## src/rtl/pb_mode_ctrl.sv

```systemverilog
// pb_mode_ctrl: operator pushbutton sequencer.
// Synchronizes the raw active-low button, debounces press and release,
// classifies each accepted press as short or long, and applies it to the
// assist mode (short press) or the operator enable (long press).
module pb_mode_ctrl #(
    parameter  int unsigned DEBOUNCE    = 50000,
    parameter  int unsigned LONG_CYCLES = 50000000,
    parameter  int unsigned NUM_MODES   = 4,
    localparam int unsigned MW          = $clog2(NUM_MODES)
) (
    input  logic          clk,
    input  logic          rst_n,
    input  logic          PB,
    input  logic          lock,
    output logic          short_press,
    output logic          long_press,
    output logic          rejected,
    output logic [MW-1:0] mode,
    output logic          en,
    output logic          busy
);

    localparam int unsigned CW = $clog2(LONG_CYCLES + 1);

    localparam logic [CW-1:0] DEB_LAST  = CW'(DEBOUNCE - 1);
    localparam logic [CW-1:0] LONG_LAST = CW'(LONG_CYCLES - 1);
    localparam logic [CW-1:0] CNT_MAX   = CW'(LONG_CYCLES);
    localparam logic [MW-1:0] MODE_LAST = MW'(NUM_MODES - 1);

    typedef enum logic [2:0] {
        S_IDLE,
        S_DB_PRESS,
        S_HELD,
        S_LONG_HELD,
        S_DB_REL
    } state_t;

    logic [2:0]    sync_q, sync_d;
    state_t        state_q, state_d;
    logic [CW-1:0] cnt_q, cnt_d;
    logic          short_flag_q, short_flag_d;
    logic          short_press_q, short_press_d;
    logic          long_press_q, long_press_d;
    logic          rejected_q, rejected_d;
    logic [MW-1:0] mode_q, mode_d;
    logic          en_q, en_d;
    logic          busy_q, busy_d;

    logic          pbs;
    logic [CW-1:0] cnt_inc;
    logic          fire_short;
    logic          fire_long;

    assign pbs = sync_q[2];

    // Three-stage synchronizer shift; idles high like the button itself.
    always_comb begin
        sync_d = {sync_q[1:0], PB};
    end

    // Press/release sequencing; produces one-cycle command strobes.
    always_comb begin
        state_d      = state_q;
        cnt_d        = cnt_q;
        short_flag_d = short_flag_q;
        fire_short   = 1'b0;
        fire_long    = 1'b0;
        cnt_inc      = (cnt_q == CNT_MAX) ? cnt_q : cnt_q + 1'b1;

        case (state_q)
            S_IDLE: begin
                if (!pbs) begin
                    state_d = S_DB_PRESS;
                    cnt_d   = '0;
                end
            end
            S_DB_PRESS: begin
                if (pbs) begin
                    state_d = S_IDLE;
                    cnt_d   = '0;
                end else if (cnt_q == DEB_LAST) begin
                    // keep counting so the long threshold is measured from
                    // the first synchronized low, not from acceptance
                    state_d = S_HELD;
                    cnt_d   = cnt_inc;
                end else begin
                    cnt_d = cnt_inc;
                end
            end
            S_HELD: begin
                if (pbs) begin
                    state_d      = S_DB_REL;
                    cnt_d        = '0;
                    short_flag_d = 1'b1;
                end else if (cnt_q == LONG_LAST) begin
                    state_d   = S_LONG_HELD;
                    cnt_d     = '0;
                    fire_long = 1'b1;
                end else begin
                    cnt_d = cnt_inc;
                end
            end
            S_LONG_HELD: begin
                if (pbs) begin
                    state_d      = S_DB_REL;
                    cnt_d        = '0;
                    short_flag_d = 1'b0;
                end
            end
            S_DB_REL: begin
                if (!pbs) begin
                    cnt_d = '0;
                end else if (cnt_q == DEB_LAST) begin
                    state_d    = S_IDLE;
                    cnt_d      = '0;
                    fire_short = short_flag_q;
                end else begin
                    cnt_d = cnt_inc;
                end
            end
            default: begin
                state_d = S_IDLE;
                cnt_d   = '0;
            end
        endcase
    end

    // Apply commands to mode/enable unless locked; build registered outputs.
    always_comb begin
        short_press_d = fire_short;
        long_press_d  = fire_long;
        rejected_d    = (fire_short | fire_long) & lock;
        mode_d        = mode_q;
        en_d          = en_q;
        busy_d        = (state_d != S_IDLE);

        if (fire_short && !lock) begin
            mode_d = (mode_q == MODE_LAST) ? '0 : mode_q + 1'b1;
        end
        if (fire_long && !lock) begin
            en_d   = ~en_q;
            mode_d = '0;
        end
    end

    // State and output registers with asynchronous active-low reset.
    always_ff @(posedge clk or negedge rst_n) begin
        if (!rst_n) begin
            sync_q        <= '1;
            state_q       <= S_IDLE;
            cnt_q         <= '0;
            short_flag_q  <= 1'b0;
            short_press_q <= 1'b0;
            long_press_q  <= 1'b0;
            rejected_q    <= 1'b0;
            mode_q        <= '0;
            en_q          <= 1'b0;
            busy_q        <= 1'b0;
        end else begin
            sync_q        <= sync_d;
            state_q       <= state_d;
            cnt_q         <= cnt_d;
            short_flag_q  <= short_flag_d;
            short_press_q <= short_press_d;
            long_press_q  <= long_press_d;
            rejected_q    <= rejected_d;
            mode_q        <= mode_d;
            en_q          <= en_d;
            busy_q        <= busy_d;
        end
    end

    assign short_press = short_press_q;
    assign long_press  = long_press_q;
    assign rejected    = rejected_q;
    assign mode        = mode_q;
    assign en          = en_q;
    assign busy        = busy_q;

endmodule
```

## config.mk

```make
export PLATFORM = sky130hd
export DESIGN_NAME = pb_mode_ctrl
export DESIGN_NICKNAME = d
export VERILOG_FILES = /design/src/rtl/pb_mode_ctrl.sv
export SDC_FILE = /design/constraint.sdc
export NUM_CORES = 1
export LEC_CHECK = 0
export ABC_AREA = 1
export BUFFER_PORTS_ARGS = -buffer_cell sky130_fd_sc_hd__buf_2
export CORE_MARGIN = 1
export CORE_UTILIZATION = 30
export CTS_BUF_LIST = sky130_fd_sc_hd__clkbuf_4 sky130_fd_sc_hd__clkbuf_8 sky130_fd_sc_hd__clkbuf_16
export DETAILED_ROUTE_END_ITERATION = 10
export HOLD_SLACK_MARGIN = 0.12
export PLACE_DENSITY_LB_ADDON = 0.12
export SYNTH_ARGS = -nofsm -noshare
export SYNTH_HDL_FRONTEND = slang
export SYNTH_SLANG_ARGS = --single-unit
```

## constraint.sdc

```tcl
create_clock -name clk -period 2.1 [get_ports clk]
set_clock_uncertainty 0.15 [all_clocks]
set_input_delay 0.21 -clock clk [delete_from_list [all_inputs] [get_ports clk]]
set_output_delay 0.21 -clock clk [all_outputs]
set_load 0.01 [all_outputs]
```

* After elaboration in Yosys (flattened, before gate mapping)
Cells that the tools add are included.
** Word-level totals
- Logic and storage cells :: 65
- Register bits after elaboration :: 40
- Input port bits :: 4
- Output and inout bits :: 7
** Cells by class
- Add/subtract/negate cells :: 2
- Reduce and logical (&&, ||, !) cells :: 9
- Multiplexer cells :: 30
- Equality and inequality tests :: 11
- Bitwise logic cells :: 3
** Operator list (number)
- 26-bit two-way mux :: 8
- 26-bit one-hot mux with 5 select lines :: 1
- 26-bit equality test (second input constant) :: 2
- 26-bit by 1-bit adder with 26-bit output (second input constant) :: 1
- 26-bit by 16-bit equality test with 1-bit output (second input constant) :: 1
- 3-bit two-way mux :: 8
- 3-bit one-hot mux with 5 select lines :: 1
- 1-bit two-way mux :: 8
- 3-bit by 2-bit equality test with 1-bit output (second input constant) :: 2
- 2-bit two-way mux :: 3
- 2-bit inequality test (second input constant) :: 3
- 2-bit nonzero test :: 2
- 3-bit by 1-bit equality test with 1-bit output (second input constant) :: 1
- 3-bit equality test (second input constant) :: 1
- 3-bit logical NOT :: 1
- 3-bit AND reduction :: 1
- 3-bit nonzero test :: 1
- 2-bit by 1-bit adder with 2-bit output (second input constant) :: 1
- 2-bit equality test (second input constant) :: 1
- 1-bit logical AND :: 2
- 1-bit one-hot mux with 2 select lines :: 1
- 2-bit AND reduction :: 1
- 1-bit bitwise AND :: 1
- 1-bit logical NOT :: 1
- other kinds (2) :: 2

* Logic depth before layout (Yosys ltp)
Gate-level depths: netlist (run 1).
- Depth after elaboration :: 7
- Mapped depth :: 13
- Depth with buffers taken out :: 12

* Least setup slack after synthesis (run 1)
Ideal clock, no wire load.
- Path type :: reg2reg
- Start :: reg cnt_q[0]
- End :: reg cnt_q[10]
- Period minus slack after synthesis :: 1.796 ns
- Stages on the path, launching flop included :: 14
- Slack :: 0.304 ns
- Required time :: 1.829 ns
- Path buffers :: 1
- Library setup time :: 0.121 ns
- Arrival :: 1.525 ns
- Cell sequence :: dfrtp_1 -> ha_1 -> nand2_2 -> nor2_1 -> nand2_1 -> nor2_2 -> nand3_1 -> nand2_1 -> inv_1 -> nand2_2 -> nand2_2 -> clkinv_2 -> buf_12 -> nor2_2
** Between the ends
- Longest elaborated chain between the ends :: 5
- Elaborated cells between the ends (all ways) :: 11
- Classes of those cells :: 1 x add/sub; 3 x eq/ne; 7 x mux
** Ends and longest elaborated chain
- from (decl) :: line 40 : logic [CW-1:0] cnt_q, cnt_d;
- from (signal assigned) :: line 162 : cnt_q <= cnt_d;
- 26-bit by 1-bit adder with 26-bit output / 26-bit equality test (equally long branches) :: line 68 : cnt_inc = (cnt_q == CNT_MAX) ? cnt_q : cnt_q + 1'b1;
- 26-bit two-way mux :: line 68
- 26-bit two-way mux (on tied branches) :: line 113, 95
- 26-bit two-way mux (on tied branches) :: line 111, 91
- 26-bit one-hot mux with 5 select lines * :: line 70 : case (state_q)
Every way passes the cells marked *; elsewhere a longest branch is shown, timed or not.
A chain may end at the register's enable or synchronous reset.

* Worst setup path after layout (run 1)
- Start :: reg sync_q[2]
- End :: reg cnt_q[14]
** Between the ends
- Longest elaborated chain between the ends :: 2
- Elaborated cells between the ends (all ways) :: 7
- Classes of those cells :: 2 x eq/ne; 4 x mux; 1 x reduce/logical
** Ends and longest elaborated chain
- from (decl) :: line 38 : logic [2:0] sync_q, sync_d;
- from (signal assigned) :: line 160 : sync_q <= sync_d;
- 26-bit two-way mux (tied with other cells) :: line 111 : if (!pbs) begin
- 26-bit one-hot mux with 5 select lines / 2-bit AND reduction (equally long branches)
Several ways; a longest one is shown, not always the timed one.

==> results of run 1 <==
## layer usage
| layer | global-route usage [%] | vias up | share of wire, % | routed length, um |
|---|---|---|---|---|
| met5 | 0 | - | 0 | 0 |
| met4 | 6.94 | 0 | 3.0 | 224 |
| met3 | 3.27 | 19 | 3.3 | 242 |
| met2 | 25.7 | 49 | 43 | 3150 |
| met1 | 26.1 | 1153 | 51 | 3750 |
| li1 | - | 1260 | - | - |
## critical path: cells and delay by family (launching register included)
family | cells | cell delay, ns
and+or+nand+nor | 6 | 0.58
buffers and inverters | 2 | 0.48
DFF | 1 | 0.62
## power groups by stage
stage	Sequential (mW)	Combinational [mW]	Clock (mW)
6_report	0.802	0.203	0.540
4_1_cts	0.801	0.198	0.570
5_1_grt	0.803	0.228	0.600
2_1_floorplan	0.817	0.116	0
3_3_place_gp	0.816	0.195	0
3_5_place_dp	0.816	0.193	0
## metrics by stage
stage	power, mW	std cells
2_1_floorplan	0.933	371
3_3_place_gp	1.01	501
3_5_place_dp	1.01	501
4_1_cts	1.57	512
5_1_grt	1.63	514
6_report	1.55	514
## final cells by class
class	instances	area [um2]
clock buffer	7	83.8
fill	892	5220
timing repair buffer	35	258
clock inverter	1	5.00
inverter	55	209
multi-input combinational	271	1390
tap	105	131
sequential	40	1000
## cell usage after synthesis
master,count,area share [%]
nor2_2,17,4.1
nand3_1,32,6.2
nor3_1,6,1.2
dfrtp_1,37,36
o2111ai_1,1,0.34
o22ai_1,7,1.7
nand2_2,4,0.96
nor4_1,1,0.24
inv_1,47,6.8
clkinv_2,1,0.19
buf_4,2,0.58
nor3_2,2,0.77
o21ai_0,13,2.5
buf_2,3,0.58
xnor2_1,3,1.0
inv_2,7,1.0
buf_12,1,0.77
a21oi_1,2,0.39
ha_1,3,1.4
dfstp_2,3,3.0
nand2_1,91,13
a22oi_1,1,0.29
nor2_1,54,7.8
nand4_1,19,4.6
nor2_4,2,0.87
xor2_1,8,2.7
o21ai_1,2,0.39
nor3_4,1,0.63
o21bai_1,1,0.29
## state kept, by name, summed over array words and instances, names as in the netlist
signal        flops
mode              2
busy              1
short_flag_q      1
short_press       1
state_q           3
rejected          1
sync_q            3
cnt_q            26
en                1
long_press        1
## path summary, 6_finish.rpt
| path | startpoint | end | slack (ns) | cells after the start |
|---|---|---|---|---|
| setup reg to reg | sync_q[2] | cnt_q[14] | 0.14 | 8 |
| setup / recovery | sync_q[2] | cnt_q[14] | 0.14 | 8 |
| min in group asynchronous | rst_n | cnt_q[21] | 0.26 | 3 |
| hold / removal | sync_q[1] | sync_q[2] | 0.21 | 0 |
| hold reg to reg | sync_q[1] | sync_q[2] | 0.21 | 0 |
| max in group asynchronous | rst_n | sync_q[0] | 1.27 | 3 |
## cell families after synthesis
group	after synthesis	share of synthesized area (%)
AO/OA/AOI/OAI	27	5.87
flip-flops	40	38.7
adder cells (fa/ha/maj)	3	1.44
AND/OR/NAND/NOR	229	40.4
buffers and inverters	61	9.92
XOR/XNOR	11	3.71
## what timing repair did
item,in CTS,in global routing
setup buffers,0,1
endpoints found under the hold margin,42,0
hold buffers,3,0
resized for setup,0,17
setup endpoints to repair,0,20
==> metrics, run 1 <==
commonest non-fill, non-tap cells in the layout nand2_1 (88), nor2_1 (51), inv_1 (45), dfrtp_1 (37), nand3_1 (32); final count of negative-setup-slack endpoints 0; Initial Util 31.3%; die height 95.1 um; wire length reported by the detailed router 7360 um; worst path required time 2.13 ns; placed cell areas 2900 um2; placement-stage worst setup slack 0.0660 ns; GRT Residual Overflow 0; area growth from synthesis to final layout 18.7%; maximum operating frequency 510 MHz; count of input and output buffers 10; Rel. slew slack 75.3%; worst setup slack after layout 0.140 ns; standard cell with the maximum stage delay on the critical path dfstp_2; CP Class reg2reg; via count 2481; number of DRC violations after detailed routing 0; Combinational Power Share 13.2%; Seq pwr share 51.9%; number of violations of the max-capacitance limit 0; final critical-path required period 1.96 ns; highest ir drop seen on vdd 0.285 mV; Cell Rows 33; Pint 1.11 mW; gpl congestion 0.882; later-pin clock latency in the skew report 0.30 ns; post-synthesis cell type count 29; cells along the critical path nor2_2, nand3_1, nand2_1, inv_2, buf_4, nand2_1, nor3_1, nor2_1; core occupancy in the finished layout 37.2%; die area 9040 um2; highest fanout seen on the critical path 13; Syn Std Cell Area 2600 um2; largest net degree at the start of global routing 41; CTS root buf clkbuf_8; ratio of final minimum period to clock period 93.4%; Net Sw Frac 27.9%; Net Switching 432 uW; clock-pin slew on the worst setup and hold paths 0.08 ns; total inserted antenna cells 0; register bit count reported by yosys 40; count of endpoints failing hold in the final timing report 0; Leak Pwr 1.47 nW; Worst Max-Slew Pin Slew 0.367 ns; mean instance size in the synthesized netlist 7.00 um2; number of sinks on the clock net 40; number of H-tree branching levels 2; power per cell area 501 nW/um2; maximum clock insertion buffer count 2; largest incremental delay on the critical path 0.62 ns; clock network power share 35.0%; final slew viol count 0; Hold Crit Class reg2reg; crit-path most repeated cell nand2_1; width of the die 95.1 um; most common library cell in the layout ignoring fill and taps nand2_1; post-DP HPWL 5440 um; CTS tree done; Synth Instances 371; arrival time of the worst setup path 1.99 ns; post-route antenna net violation count 0; final instance area 3080 um2; sum of negative setup slack 0 ns; sort of element at the start of the critical path flip-flop; ports placed on the boundary 11; detail-routed net length per standard cell 14.3 um; Post-Syn Nets 378; number of global-route vias before repair 2294; result of the run finished, final reports clean; sequential-to-total area share from yosys stat 38.7%; global-route wire length before repair 12100 um; routed via count divided by cell count 4.83; number of antenna violations at the first check in global routing 0; Tot GR Track Use 17.9%; number of DRC markers after the initial detailed-route iteration 145; tightest hold margin 0.207 ns; area of the core 8300 um2; NumNets Final 415; number of iterations in the first detailed-routing pass 4; number of warnings printed during yosys synthesis 0; fraction of layout instances using a drive strength above 1 21.8%; Setup crit end kind flip-flop; CTS buffer count 5
Power figures use the tool's default switching activity.
==> run 2, diff against run 1 <==
--- a/config.mk
+++ b/config.mk
@@ -9,7 +9,7 @@
 export BUFFER_PORTS_ARGS = -buffer_cell sky130_fd_sc_hd__buf_2
 export CORE_MARGIN = 1
 export CORE_UTILIZATION = 30
-export CTS_BUF_LIST = sky130_fd_sc_hd__clkbuf_4 sky130_fd_sc_hd__clkbuf_8 sky130_fd_sc_hd__clkbuf_16
+export CTS_BUF_LIST = sky130_fd_sc_hd__clkbuf_4
 export DETAILED_ROUTE_END_ITERATION = 10
 export HOLD_SLACK_MARGIN = 0.12
 export PLACE_DENSITY_LB_ADDON = 0.12
==> metrics, run 2 (synthesis results as in run 1) <==
result of the run finished, final reports clean; count of input and output buffers 10; Hold Crit Class in2async; number of iterations in the first detailed-routing pass 4; placement-stage worst setup slack 0.0660 ns; clock-pin slew on the worst setup and hold paths 0.14 ns; post-DP HPWL 5440 um; ratio of final minimum period to clock period 94.0%; Worst Max-Slew Pin Slew 0.369 ns; number of cells traversed by the worst register-to-register path 8; width of the die 95.1 um; fraction of layout instances using a drive strength above 1 22.2%; Critical path buffers and inverters 2; crit-path most repeated cell nand2_1; area growth from synthesis to final layout 18.0%; final count of negative-setup-slack endpoints 0; number of antenna violations at the first check in global routing 0; arrival time of the worst setup path 2.07 ns; CP Class reg2reg; kind of cell with the highest combined delay on the critical path flip-flops; Worst setup startpoint sync_q[2]; Reg2Reg Capture Point cnt_q[14]; area of the core 8300 um2; slack of the worst reg-to-reg path 0.13 ns; GRT Residual Overflow 0; via count 2494; die height 95.1 um; cells along the critical path nor2_2, nand3_1, nand2_1, inv_2, buf_4, nand2_1, nor3_1, nor2_1; Final Total Pwr 1.43 mW; Cell Rows 33; later-pin clock latency in the skew report 0.37 ns; routed via count divided by cell count 4.84; post-route antenna net violation count 0; CTS buffer count 5; power per cell area 467 nW/um2; standard cell with the maximum stage delay on the critical path dfstp_2; number of H-tree branching levels 2; ports placed on the boundary 11; CTS tree done; highest ir drop seen on vdd 0.263 mV; gpl congestion 0.882; wire length reported by the detailed router 7350 um; maximum clock insertion buffer count 2; Initial Util 31.3%; die area 9040 um2; worst path required time 2.19 ns; final slew viol count 0; Setup crit end kind flip-flop; Biggest register cnt_q; Largest register FFs 26; number of DRC violations after detailed routing 0; number of violations of the max-capacitance limit 0; Non-Filler Instances 515; Rel. slew slack 75.2%; number of global-route vias before repair 2296; sort of element at the start of the critical path flip-flop; maximum operating frequency 507 MHz; total inserted antenna cells 0; top flop regs cnt_q (26), state_q (3), sync_q (3); number of DRC markers after the initial detailed-route iteration 141; largest net degree at the start of global routing 41; global-route wire length before repair 12100 um; Tot GR Track Use 17.8%; most common library cell in the layout ignoring fill and taps nand2_1; CTS root buf clkbuf_4; cell count along the critical path 8; largest incremental delay on the critical path 0.65 ns; Leak Pwr 1.46 nW; detail-routed net length per standard cell 14.3 um; startpoint of the lowest-slack register-to-register path sync_q[2]; highest fanout seen on the critical path 13; number of sinks on the clock net 40; final critical-path required period 1.97 ns; NumNets Final 416; Placed Cells incl. Taps 501; worst setup path endpoint cnt_q[14]; commonest non-fill, non-tap cells in the layout nand2_1 (88), nor2_1 (51), inv_1 (45), dfrtp_1 (37), nand3_1 (31); count of endpoints failing hold in the final timing report 0; worst setup slack after layout 0.126 ns
## run 2: cell count changes in the layout (fill, tap and decap cells not counted)
cell	previous run	this run
clkbuf_4	2	7
nand3_1	32	31
nand3_2	0	1
clkbuf_8	5	0
buf_4	21	22
## run 2: timing repair
item | 4_1_cts | 5_1_grt
resized for setup | 0 | 18
buffers inserted | 0 | 2
setup endpoints to repair | 0 | 20
endpoints found under the hold margin | 45 | 0
hold buffers | 3 | 0
## run 2: where the power goes
part           leakage [nW]  switching (mW)  internal (mW)
registers             0.543          0.0141          0.788
logic                 0.882           0.138         0.0663
clock network        0.0361           0.268          0.157
total                  1.46           0.420           1.01
## run 2: worst min path at each step
stage,startpoint,end,depth (start not counted)
final,rst_n,cnt_q[21],3
after global routing,rst_n,cnt_q[21],3
after CTS,rst_n,cnt_q[21],3
after detailed placement,rst_n,cnt_q[17],2
after global placement,rst_n,cnt_q[16],2
after floorplan,rst_n,busy,0
## run 2: per-stage QoR
stage | hold slack, ns | area (um2) | setup TNS [ns] | util, %
2_1_floorplan | -0.236 | 2600 | 0 | -
3_3_place_gp | 0.0556 | 2900 | 0 | 34.9
3_5_place_dp | 0.0563 | 2900 | 0 | 34.9
4_1_cts | 0.185 | 2990 | 0 | 36.0
5_1_grt | 0.206 | 3070 | -0.0166 | 36.9
6_report | 0.184 | 3070 | 0 | 36.9
## run 2: worst register-to-register path, stage by stage (launching register included)
cell     delay (ns)
dfstp_2        0.65
nor2_2         0.08
nand3_1        0.11
nand2_1        0.10
inv_2          0.26
buf_4          0.22
nand2_1        0.09
nor3_1         0.13
nor2_1         0.07
## run 2: layout make-up
type / count / area (um2)
clock buffer: 7 / 52.6
clock inverter: 1 / 5.00
fill: 895 / 5230
inverter: 55 / 209
multi-input combinational: 271 / 1400
sequential: 40 / 1000
tap: 105 / 131
timing repair buffer: 36 / 265
## run 2: per-layer routing
layer / part of all wire [%] / wire length (um) / track usage, % / vias up
met5: 0 / 0 / 0 / -
met4: 3.0 / 223 / 6.57 / 0
met3: 3.7 / 269 / 3.27 / 19
met2: 43 / 3160 / 25.8 / 51
met1: 50 / 3690 / 25.9 / 1159
li1: - / - / - / 1265
